**src/rtl/riscv_pkg.sv**
```systemverilog
// Shared RISC-V constants and types for the instruction fetch front end.
package riscv_pkg;

    localparam int XLEN = 32;
    localparam logic [XLEN-1:0] NOP_INSTR        = 32'h0000_0013;
    localparam logic [XLEN-1:0] RESET_PC_DEFAULT = 32'h0000_0000;

    // One prefetch buffer entry: the instruction word tagged with its address.
    typedef struct packed {
        logic [XLEN-1:0] pc;
        logic [XLEN-1:0] instr;
    } fetch_entry_t;

endpackage

```
**src/rtl/sync_fifo.sv**
```systemverilog
// Show-ahead synchronous FIFO with flush; head entry is visible on dout whenever not empty.
module sync_fifo #(
    parameter int WIDTH = 32,
    parameter int DEPTH = 4,
    localparam int AW   = $clog2(DEPTH)
) (
    input  logic             clk,
    input  logic             reset,
    input  logic             flush,
    input  logic             push,
    input  logic [WIDTH-1:0] din,
    input  logic             pop,
    output logic [WIDTH-1:0] dout,
    output logic             empty,
    output logic [AW:0]      count
);

    logic [WIDTH-1:0] mem [DEPTH];
    logic [AW-1:0]    wr_ptr_reg;
    logic [AW-1:0]    rd_ptr_reg;
    logic [AW:0]      count_reg;
    logic             full;
    logic             push_ok;
    logic             pop_ok;

    assign full    = (count_reg == (AW+1)'(DEPTH));
    assign empty   = (count_reg == '0);
    assign push_ok = push && !full && !flush;
    assign pop_ok  = pop && !empty && !flush;
    assign count   = count_reg;
    assign dout    = mem[rd_ptr_reg];

    // Storage carries no reset; only the pointers define what is valid.
    always_ff @(posedge clk) begin
        if (push_ok) begin
            mem[wr_ptr_reg] <= din;
        end
    end

    // DEPTH is a power of two, so the pointers wrap by plain overflow.
    always_ff @(posedge clk or posedge reset) begin
        if (reset) begin
            wr_ptr_reg <= '0;
            rd_ptr_reg <= '0;
            count_reg  <= '0;
        end else if (flush) begin
            wr_ptr_reg <= '0;
            rd_ptr_reg <= '0;
            count_reg  <= '0;
        end else begin
            if (push_ok) begin
                wr_ptr_reg <= wr_ptr_reg + AW'(1);
            end
            if (pop_ok) begin
                rd_ptr_reg <= rd_ptr_reg + AW'(1);
            end
            if (push_ok && !pop_ok) begin
                count_reg <= count_reg + (AW+1)'(1);
            end else if (!push_ok && pop_ok) begin
                count_reg <= count_reg - (AW+1)'(1);
            end
        end
    end

endmodule

```
**src/rtl/instr_prefetch.sv**
```systemverilog
// Instruction prefetch unit: issues sequential fetches, buffers tagged responses and
// hands them to the CPU in order; redirects flush the buffer and drop stale responses.
module instr_prefetch
    import riscv_pkg::*;
#(
    parameter int              DEPTH    = 4,
    parameter logic [XLEN-1:0] RESET_PC = RESET_PC_DEFAULT
) (
    input  logic            clk,
    input  logic            reset,
    input  logic            redirect,
    input  logic [XLEN-1:0] redirect_pc,
    output logic            imem_req_valid,
    input  logic            imem_req_ready,
    output logic [XLEN-1:0] imem_req_addr,
    input  logic            imem_rsp_valid,
    input  logic [XLEN-1:0] imem_rsp_data,
    output logic            instr_valid,
    input  logic            instr_ready,
    output logic [XLEN-1:0] instr_out,
    output logic [XLEN-1:0] instr_pc
);

    localparam int AW    = $clog2(DEPTH);
    // Wide enough that discarded responses from back-to-back redirects never wrap.
    localparam int CNT_W = 16;
    localparam logic [CNT_W-1:0] CNT_ONE = CNT_W'(1);

    logic [XLEN-1:0]  fetch_pc_reg;
    logic [XLEN-1:0]  fetch_pc_next;
    logic [CNT_W-1:0] outstanding_reg;
    logic [CNT_W-1:0] outstanding_next;
    logic [CNT_W-1:0] discard_cnt_reg;
    logic [CNT_W-1:0] discard_cnt_next;
    logic             started_reg;

    logic [CNT_W-1:0] pending_total;
    logic [CNT_W-1:0] in_flight;
    logic             req_fire;
    logic             rsp_keep;
    logic             rsp_drop;
    logic             buf_pop;
    logic             buf_empty;
    logic [AW:0]      buf_count;
    fetch_entry_t     buf_wr;
    fetch_entry_t     buf_rd;
    logic [XLEN-1:0]  tag_pc;
    logic             tag_empty_unused;
    logic [AW:0]      tag_count_unused;
    logic [1:0]       redirect_pc_lsb_unused;

    assign redirect_pc_lsb_unused = redirect_pc[1:0];

    // Buffered entries plus kept in-flight requests bound how many more may be issued.
    assign in_flight      = CNT_W'(buf_count) + outstanding_reg;
    assign pending_total  = outstanding_reg + discard_cnt_reg;
    assign imem_req_valid = started_reg && !redirect && (in_flight < CNT_W'(DEPTH));
    assign imem_req_addr  = fetch_pc_reg;
    assign req_fire       = imem_req_valid && imem_req_ready;

    assign rsp_drop = imem_rsp_valid && (discard_cnt_reg != '0);
    assign rsp_keep = imem_rsp_valid && !redirect && (discard_cnt_reg == '0)
                      && (outstanding_reg != '0);

    assign instr_valid = !buf_empty;
    assign buf_pop     = instr_valid && instr_ready;
    assign instr_out   = instr_valid ? buf_rd.instr : NOP_INSTR;
    assign instr_pc    = instr_valid ? buf_rd.pc : fetch_pc_reg;

    assign buf_wr.pc    = tag_pc;
    assign buf_wr.instr = imem_rsp_data;

    always_comb begin
        fetch_pc_next    = fetch_pc_reg;
        outstanding_next = outstanding_reg;
        discard_cnt_next = discard_cnt_reg;
        if (redirect) begin
            // Every pending response becomes stale, except one consumed this very cycle.
            fetch_pc_next    = {redirect_pc[XLEN-1:2], 2'b00};
            outstanding_next = '0;
            if (imem_rsp_valid && (pending_total != '0)) begin
                discard_cnt_next = pending_total - CNT_ONE;
            end else begin
                discard_cnt_next = pending_total;
            end
        end else begin
            if (req_fire) begin
                fetch_pc_next = fetch_pc_reg + 32'd4;
            end
            if (rsp_drop) begin
                discard_cnt_next = discard_cnt_reg - CNT_ONE;
            end
            if (req_fire && !rsp_keep) begin
                outstanding_next = outstanding_reg + CNT_ONE;
            end else if (!req_fire && rsp_keep) begin
                outstanding_next = outstanding_reg - CNT_ONE;
            end
        end
    end

    // started_reg keeps the request port quiet until the first edge after reset.
    always_ff @(posedge clk or posedge reset) begin
        if (reset) begin
            fetch_pc_reg    <= RESET_PC;
            outstanding_reg <= '0;
            discard_cnt_reg <= '0;
            started_reg     <= 1'b0;
        end else begin
            fetch_pc_reg    <= fetch_pc_next;
            outstanding_reg <= outstanding_next;
            discard_cnt_reg <= discard_cnt_next;
            started_reg     <= 1'b1;
        end
    end

    sync_fifo #(
        .WIDTH (XLEN),
        .DEPTH (DEPTH)
    ) u_tag_queue (
        .clk   (clk),
        .reset (reset),
        .flush (redirect),
        .push  (req_fire),
        .din   (fetch_pc_reg),
        .pop   (rsp_keep),
        .dout  (tag_pc),
        .empty (tag_empty_unused),
        .count (tag_count_unused)
    );

    sync_fifo #(
        .WIDTH (2*XLEN),
        .DEPTH (DEPTH)
    ) u_instr_buf (
        .clk   (clk),
        .reset (reset),
        .flush (redirect),
        .push  (rsp_keep),
        .din   (buf_wr),
        .pop   (buf_pop),
        .dout  (buf_rd),
        .empty (buf_empty),
        .count (buf_count)
    );

endmodule

```
**config.mk**
```make
export PLATFORM = sky130hd
export DESIGN_NAME = instr_prefetch
export DESIGN_NICKNAME = d
export VERILOG_FILES = /design/src/rtl/riscv_pkg.sv /design/src/rtl/sync_fifo.sv /design/src/rtl/instr_prefetch.sv
export SDC_FILE = /design/constraint.sdc
export NUM_CORES = 1
export LEC_CHECK = 0
export ABC_AREA = 0
export ABC_CLOCK_PERIOD_IN_PS = 6500
export CORE_ASPECT_RATIO = 1.25
export CORE_MARGIN = 1
export CORE_UTILIZATION = 30
export CTS_CLUSTER_SIZE = 28
export DETAILED_ROUTE_END_ITERATION = 12
export GPL_ROUTABILITY_DRIVEN = 0
export PLACE_DENSITY = 0.43
export SLEW_MARGIN = 5
export SYNTH_ARGS = -nofsm -noshare
export SYNTH_HDL_FRONTEND = slang
export SYNTH_SLANG_ARGS = --single-unit
```
**constraint.sdc**
```tcl
create_clock -name clk -period 6.5 [get_ports clk]
set_input_delay 0.65 -clock clk [delete_from_list [all_inputs] [get_ports clk]]
set_output_delay 0.65 -clock clk [all_outputs]
set_load 0.05 [all_outputs]
```
==> results.sh, run 1 <==
export IMPL_fin_crit_sh=0.848
export IMPL_cp_end_kind="register"
export IMPL_rsz0062_at_grt="false"
export IMPL_synth_area_top_cells="edfxtp_1, mux4_2, dfrtp_1"
export IMPL_viasPerCell=5.04
export IMPL_core_area_um2=66800
export IMPL_pwr_share_seq=0.418
export IMPL_final_antenna_net_count=0
export IMPL_critPathSlowestCell="a2111oi_0"
export IMPL_wirelength_um=54600
export IMPL_share_comb_of_total_power=0.290
export IMPL_cts_tree="done"
export IMPL_syn_instance_count=1406
export IMPL_numCtsBuffers=47
export IMPL_rows=106
export IMPL_hold_ws_ns=0.349
export IMPL_synth_warnings=0
export IMPL_netSwitchingPower_mw=2.96
export IMPL_die_h_um=293
export IMPL_p_int_mw=5.54
export IMPL_path_cells="or4_1 > nor4_2 > nand4bb_1 > or2_2 > nand2_1 > ha_1 > a21o_1 > a21o_1 > a2111oi_0 > o21ai_0 > a41oi_1 > o21ai_0 > a2111oi_0 > a21oi_1"
export IMPL_globalRouteTotalUtil=0.160
export IMPL_critPathMaxStageDelay_ns=0.72
export IMPL_criticalPathCategory="reg2reg"
export IMPL_max_cap_viol_count=0
export IMPL_path_max_fanout=6
export IMPL_clk_latency_ns=0.58
export IMPL_tightest_slew_ns=0.949
export IMPL_leakage_nw=8.17
export IMPL_power_density_nw_per_um2=350
export IMPL_grt_start_max_net_pins=67
export IMPL_synth_flop_cell="edfxtp_1"
export IMPL_drt_pre_antenna_iters=5
export IMPL_pin_count=168
export IMPL_layout_drive_gt1_share=0.130
export IMPL_fin_cells=2476
export IMPL_drt_iter0_drc=635
export IMPL_synth_distinct_cells=70
export IMPL_clock_fmax_ghz=0.182
export IMPL_clockPowerShare=0.292
export IMPL_cp_arrival_ns=5.93
export IMPL_ir_drop_mv=0.194
export IMPL_postCtsResizedCells=0
export IMPL_vias=12467
export IMPL_antenna_found_initial=4
export IMPL_htree_levels=2
export IMPL_cts_sinks=445
export IMPL_synth_edf_count=368
export IMPL_tns_ns=0
export IMPL_hpwl_um=35500
export IMPL_slew_limit_headroom=0.367
export IMPL_ctsHoldBuffers=0
export IMPL_path_clk_slew_ns=0.07
export IMPL_netlist_area_um2=20300
export IMPL_port_buffers=161
export IMPL_netlist_area_leader_share=0.545
export IMPL_setup_violations=0
export IMPL_root_buffer="clkbuf_16"
export IMPL_grt_pass1_vias=12916
export IMPL_rr_startpoint="discard_cnt_reg[7]"
export IMPL_wl_per_cell_um=22.0
export IMPL_crit_path_start_kind="register"
export IMPL_cts_setup_buffers=0
export IMPL_slew_violations=0
export IMPL_drc=0
export IMPL_nNetsFinal=1695
export IMPL_worstHoldPathType="in2async"
export IMPL_synth_ff_latch_count=445
export IMPL_overflow=0
export IMPL_avgSynthCellArea_um2=14.4
export IMPL_fin_skew_ns=0.0205
export IMPL_final_hold_viol_count=0
export IMPL_status="finished clean"
export IMPL_grt_pass1_wl_um=82000
export IMPL_dieArea_um2=68600
export IMPL_finalPower_mw=8.49
export IMPL_startpoint="discard_cnt_reg[7]"
export IMPL_netSwitchingFraction=0.348
export IMPL_regMostFlops="u_instr_buf.mem"
export IMPL_yosys_area_top_type="edfxtp_1"
export IMPL_post_place_cells=2390
export IMPL_start_util=0.303
export IMPL_clockBufferDepth=3
export IMPL_largest_reg_flops=248
export IMPL_synth_async_sr_flop_share=0.173
export IMPL_cp_required_ns=6.92
export IMPL_period_minus_slack_ns=5.51
export IMPL_n_antenna_cell=0
export IMPL_seq_area_frac_synth=0.641
export IMPL_area_growth_pct=19.9
export IMPL_fp_dieW_um=234
==> placed cells by master (no fill, tap or decap), types with 14 or more instances in the layout <==
cell type | Yosys | layout
and2_1 | 40 | 36
nor4_1 | 16 | 16
xor2_1 | 26 | 26
clkbuf_16 | 0 | 47
dfrtp_1 | 77 | 74
inv_1 | 36 | 34
nand3_1 | 42 | 42
nand2_1 | 170 | 170
edfxtp_1 | 368 | 368
clkdlybuf4s50_1 | 0 | 160
buf_4 | 4 | 26
nor2_1 | 67 | 66
xnor2_1 | 33 | 33
o21ai_0 | 68 | 68
ha_1 | 46 | 46
a21oi_1 | 30 | 30
mux4_2 | 92 | 92
nor3_1 | 28 | 27
a21o_1 | 18 | 18
clkinv_1 | 0 | 14
==> cell usage after synthesis, types with 9 or more instances <==
cell,instances
and2_1,40
xnor2_1,33
nor4_1,16
nand4_1,13
nor3_1,28
a21oi_1,30
and3_1,12
o211ai_1,11
inv_1,36
mux4_2,92
xor2_1,26
a21o_1,18
dfrtp_1,77
buf_1,14
o21ai_0,68
nor2_1,67
a211oi_1,13
edfxtp_1,368
nand2_1,170
ha_1,46
o31ai_1,10
clkbuf_1,48
a31oi_1,9
nand3_1,42
==> path summary, 6_finish.rpt <==
path	endpoint	slack (ns)	cells past startpoint
setup / recovery	outstanding_reg[15]	0.99	14
hold / removal	imem_req_addr[10]	0.35	2
setup reg to reg	outstanding_reg[15]	0.99	14
hold reg to reg	u_tag_queue.count[0]	0.53	1
max in group asynchronous	u_instr_buf.rd_ptr_reg[0]	4.81	3
min in group clk	u_tag_queue.count[0]	0.53	1
==> logic make-up (layout without fill, tap and decap cells) <==
family	after synthesis	count (layout)	synth area share
xor+xnor	59	59	0.0255
other cells	2	5	0.000371
mux	96	96	0.104
buf+inv	105	308	0.0204
compound gates	219	219	0.0736
flops	445	445	0.641
fa+ha+maj	50	50	0.0324
simple gates	430	430	0.103
==> area by class of cell <==
class,count,area (µm²)
inverters,36,136
repair buffers,186,1800
clock inverters,31,191
flip-flops and latches,445,13000
clock buffers,55,1210
fillers,6443,42600
well taps,864,1080
multi-input cells,859,6900
==> power by group through the flow <==
stage / clock network, mW / registers, mW / logic (mW)
after detailed placement: 0 / 3.62 / 2.47
after global routing: 2.65 / 3.58 / 2.69
final: 2.48 / 3.55 / 2.46
after CTS: 2.56 / 3.56 / 2.49
after global placement: 0 / 3.61 / 2.46
after floorplan: 0 / 3.60 / 1.66
==> metal layers <==
metal  vias up  routed length (µm)  global-route usage
met5         -                  53                   0
met4         8                1220              0.0423
met3        75                2500              0.0318
met2       260               27600               0.279
met1      6362               23100               0.199
li1       5762                   -                   -
==> worst max-delay path, delay by kind of cell, from the launching register on <==
kind | cells | cell delay, ns
DFF | 1 | 0.45
adders and majority gates | 1 | 0.25
AOI/OAI and AO/OA | 8 | 2.79
and+or+nand+nor | 5 | 1.85
==> per-stage QoR <==
step                      worst slack (ns)  utilization  area (µm²)
after floorplan                       1.69            -       20300
after global placement                1.16        0.343       22900
after detailed placement              1.02        0.343       22900
after CTS                            0.973        0.363       24300
after global routing                 0.549        0.363       24300
final                                0.991        0.363       24300
No activity file was read; power rests on OpenSTA's default activity.
==> inputs of run 2 (changes only) <==
- ABC_CLOCK_PERIOD_IN_PS: 6500 -> 5700
- clock period: 6.5 -> 5.7 ns (I/O delays scaled with it)
==> results.sh, run 2 (same netlist as run 1, synthesis figures left out) <==
export IMPL_regMostFlops="u_instr_buf.mem"
export IMPL_criticalPathCategory="reg2reg"
export IMPL_final_cell_mix="edfxtp_1, nand2_1, clkdlybuf4s50_1"
export IMPL_grt_start_max_net_pins=59
export IMPL_path_max_fanout=8
export IMPL_cp_end_kind="register"
export IMPL_cp_depth=15
export IMPL_fin_cells=2483
export IMPL_cpLargestDelayFamily="compound AO/OA/AOI/OAI gates"
export IMPL_htree_levels=2
export IMPL_port_buffers=161
export IMPL_cts_tree="done"
export IMPL_drt_iter0_drc=682
export IMPL_rows=106
export IMPL_core_area_um2=66800
export IMPL_path_cells="or4_1 > nor4_2 > nand4bb_1 > or2_2 > nand2_1 > ha_1 > a21o_1 > a21o_1 > a2111oi_0 > o21ai_0 > a41oi_1 > buf_4 > o21ai_0 > a2111oi_0 > a21oi_1"
export IMPL_setup_violations=0
export IMPL_crit_buf_inv=1
export IMPL_cts_sinks=445
export IMPL_drc=1
export IMPL_path_clk_slew_ns=0.06
export IMPL_grt_pass1_wl_um=82900
export IMPL_layout_commonest_cell="edfxtp_1"
export IMPL_cp_arrival_ns=5.47
export IMPL_post_place_ws_ns=0.632
export IMPL_tns_ns=0
export IMPL_n_antenna_cell=0
export IMPL_grt_pass1_vias=13143
export IMPL_leakage_nw=8.30
export IMPL_slew_limit_headroom=0.323
export IMPL_final_hold_viol_count=0
export IMPL_cts_setup_buffers=0
export IMPL_drt_pre_antenna_iters=11
export IMPL_critPathMaxStageDelay_ns=0.67
export IMPL_dieArea_um2=68600
export IMPL_hpwl_um=35700
export IMPL_tightest_slew_ns=1.02
export IMPL_wirelength_um=55400
export IMPL_fin_skew_ns=0.0168
export IMPL_final_antenna_net_count=0
export IMPL_overflow=0
export IMPL_pin_count=168
export IMPL_fillers=6384
export IMPL_clk_latency_ns=0.59
export IMPL_ctsHoldBuffers=0
export IMPL_rsz0062_at_grt="false"
export IMPL_root_buffer="clkbuf_16"
export IMPL_layout_drive_gt1_share=0.137
export IMPL_clockBufferDepth=3
export IMPL_worstHoldPathType="in2async"
export IMPL_status="finished with violations"
export IMPL_post_place_cells=2395
export IMPL_die_h_um=293
export IMPL_cp_required_ns=6.16
export IMPL_vias=12525
export IMPL_largest_reg_flops=248
export IMPL_setup_ws_ns=0.686
export IMPL_violations="DRC"
export IMPL_postCtsResizedCells=0
export IMPL_globalRouteTotalUtil=0.161
export IMPL_power_density_nw_per_um2=410
export IMPL_antenna_found_initial=2
export IMPL_viasPerCell=5.04
export IMPL_nNetsFinal=1701
export IMPL_area_growth_pct=21.2
export IMPL_rr_worst_depth=15
export IMPL_hold_ws_ns=0.419
export IMPL_fin_crit_sh=0.880
export IMPL_startpoint="discard_cnt_reg[7]"
export IMPL_clock_fmax_ghz=0.199
export IMPL_period_minus_slack_ns=5.01
export IMPL_wl_per_cell_um=22.3
export IMPL_max_cap_viol_count=0
export IMPL_numCtsBuffers=48
export IMPL_critPathSlowestCell="a2111oi_0"
export IMPL_rr_startpoint="discard_cnt_reg[7]"
export IMPL_start_util=0.303
export IMPL_fp_dieW_um=234
export IMPL_slew_violations=0
export IMPL_crit_path_start_kind="register"
export IMPL_ir_drop_mv=0.218
==> run 2: cell count changes in the layout (fill, tap and decap cells not counted), sizes merged <==
cell and delta:
clkbuf +1, inv -1, buf +5, bufinv +6, clkinv -4
==> run 2: per-layer routing <==
metal	up-vias	track usage	part of all wire
li1	5783	-	-
met1	6417	0.201	0.43
met2	233	0.285	0.50
met3	88	0.0267	0.038
met4	4	0.0444	0.023
met5	-	0	0.00081
==> run 2: final cells by class <==
type                            count  area, µm²  area share
Inverter                           36        136     0.00555
Sequential cell                   445      13000       0.529
Tap cell                          864       1080      0.0440
Multi-Input combinational cell    859       6900       0.281
Clock inverter                     32        343      0.0140
Timing Repair Buffer              191       1860      0.0757
Clock buffer                       56       1250      0.0510
==> run 2: path summary, 6_finish.rpt <==
path / endpoint / slack (ns)
setup / recovery: outstanding_reg[15] / 0.69
hold / removal: imem_req_addr[9] / 0.42
setup reg to reg: outstanding_reg[15] / 0.69
hold reg to reg: u_tag_queue.count[0] / 0.53
max in group asynchronous: u_instr_buf.rd_ptr_reg[0] / 4.09
min in group clk: u_instr_buf.wr_ptr_reg[0] / 0.51
==> run 2: worst register-to-register path, cell delays in order (launching register included) <==
cell	delay [ns]
dfrtp_1	0.44
or4_1	0.62
nor4_2	0.35
nand4bb_1	0.21
or2_2	0.37
nand2_1	0.28
ha_1	0.30
a21o_1	0.17
a21o_1	0.20
a2111oi_0	0.67
o21ai_0	0.26
a41oi_1	0.24
buf_4	0.18
o21ai_0	0.09
a2111oi_0	0.39
a21oi_1	0.08
==> run 2: per-stage QoR <==
| step | total power [mW] | instance area (µm²) | utilization |
|---|---|---|---|
| final | 10.1 | 24600 | 0.367 |
| after global routing | 10.5 | 24600 | 0.367 |
| after floorplan | 6.00 | 20300 | - |
| after detailed placement | 6.96 | 23000 | 0.343 |
| after global placement | 6.94 | 23000 | 0.343 |
| after CTS | 10.2 | 24600 | 0.367 |
==> run 2: report_power, final <==
| group | internal (mW) | switching [mW] | leakage, nW |
|---|---|---|---|
| Combinational | 1.03 | 1.80 | 3.25 |
| Clock | 1.85 | 1.33 | 0.774 |
| Sequential | 3.76 | 0.277 | 4.28 |
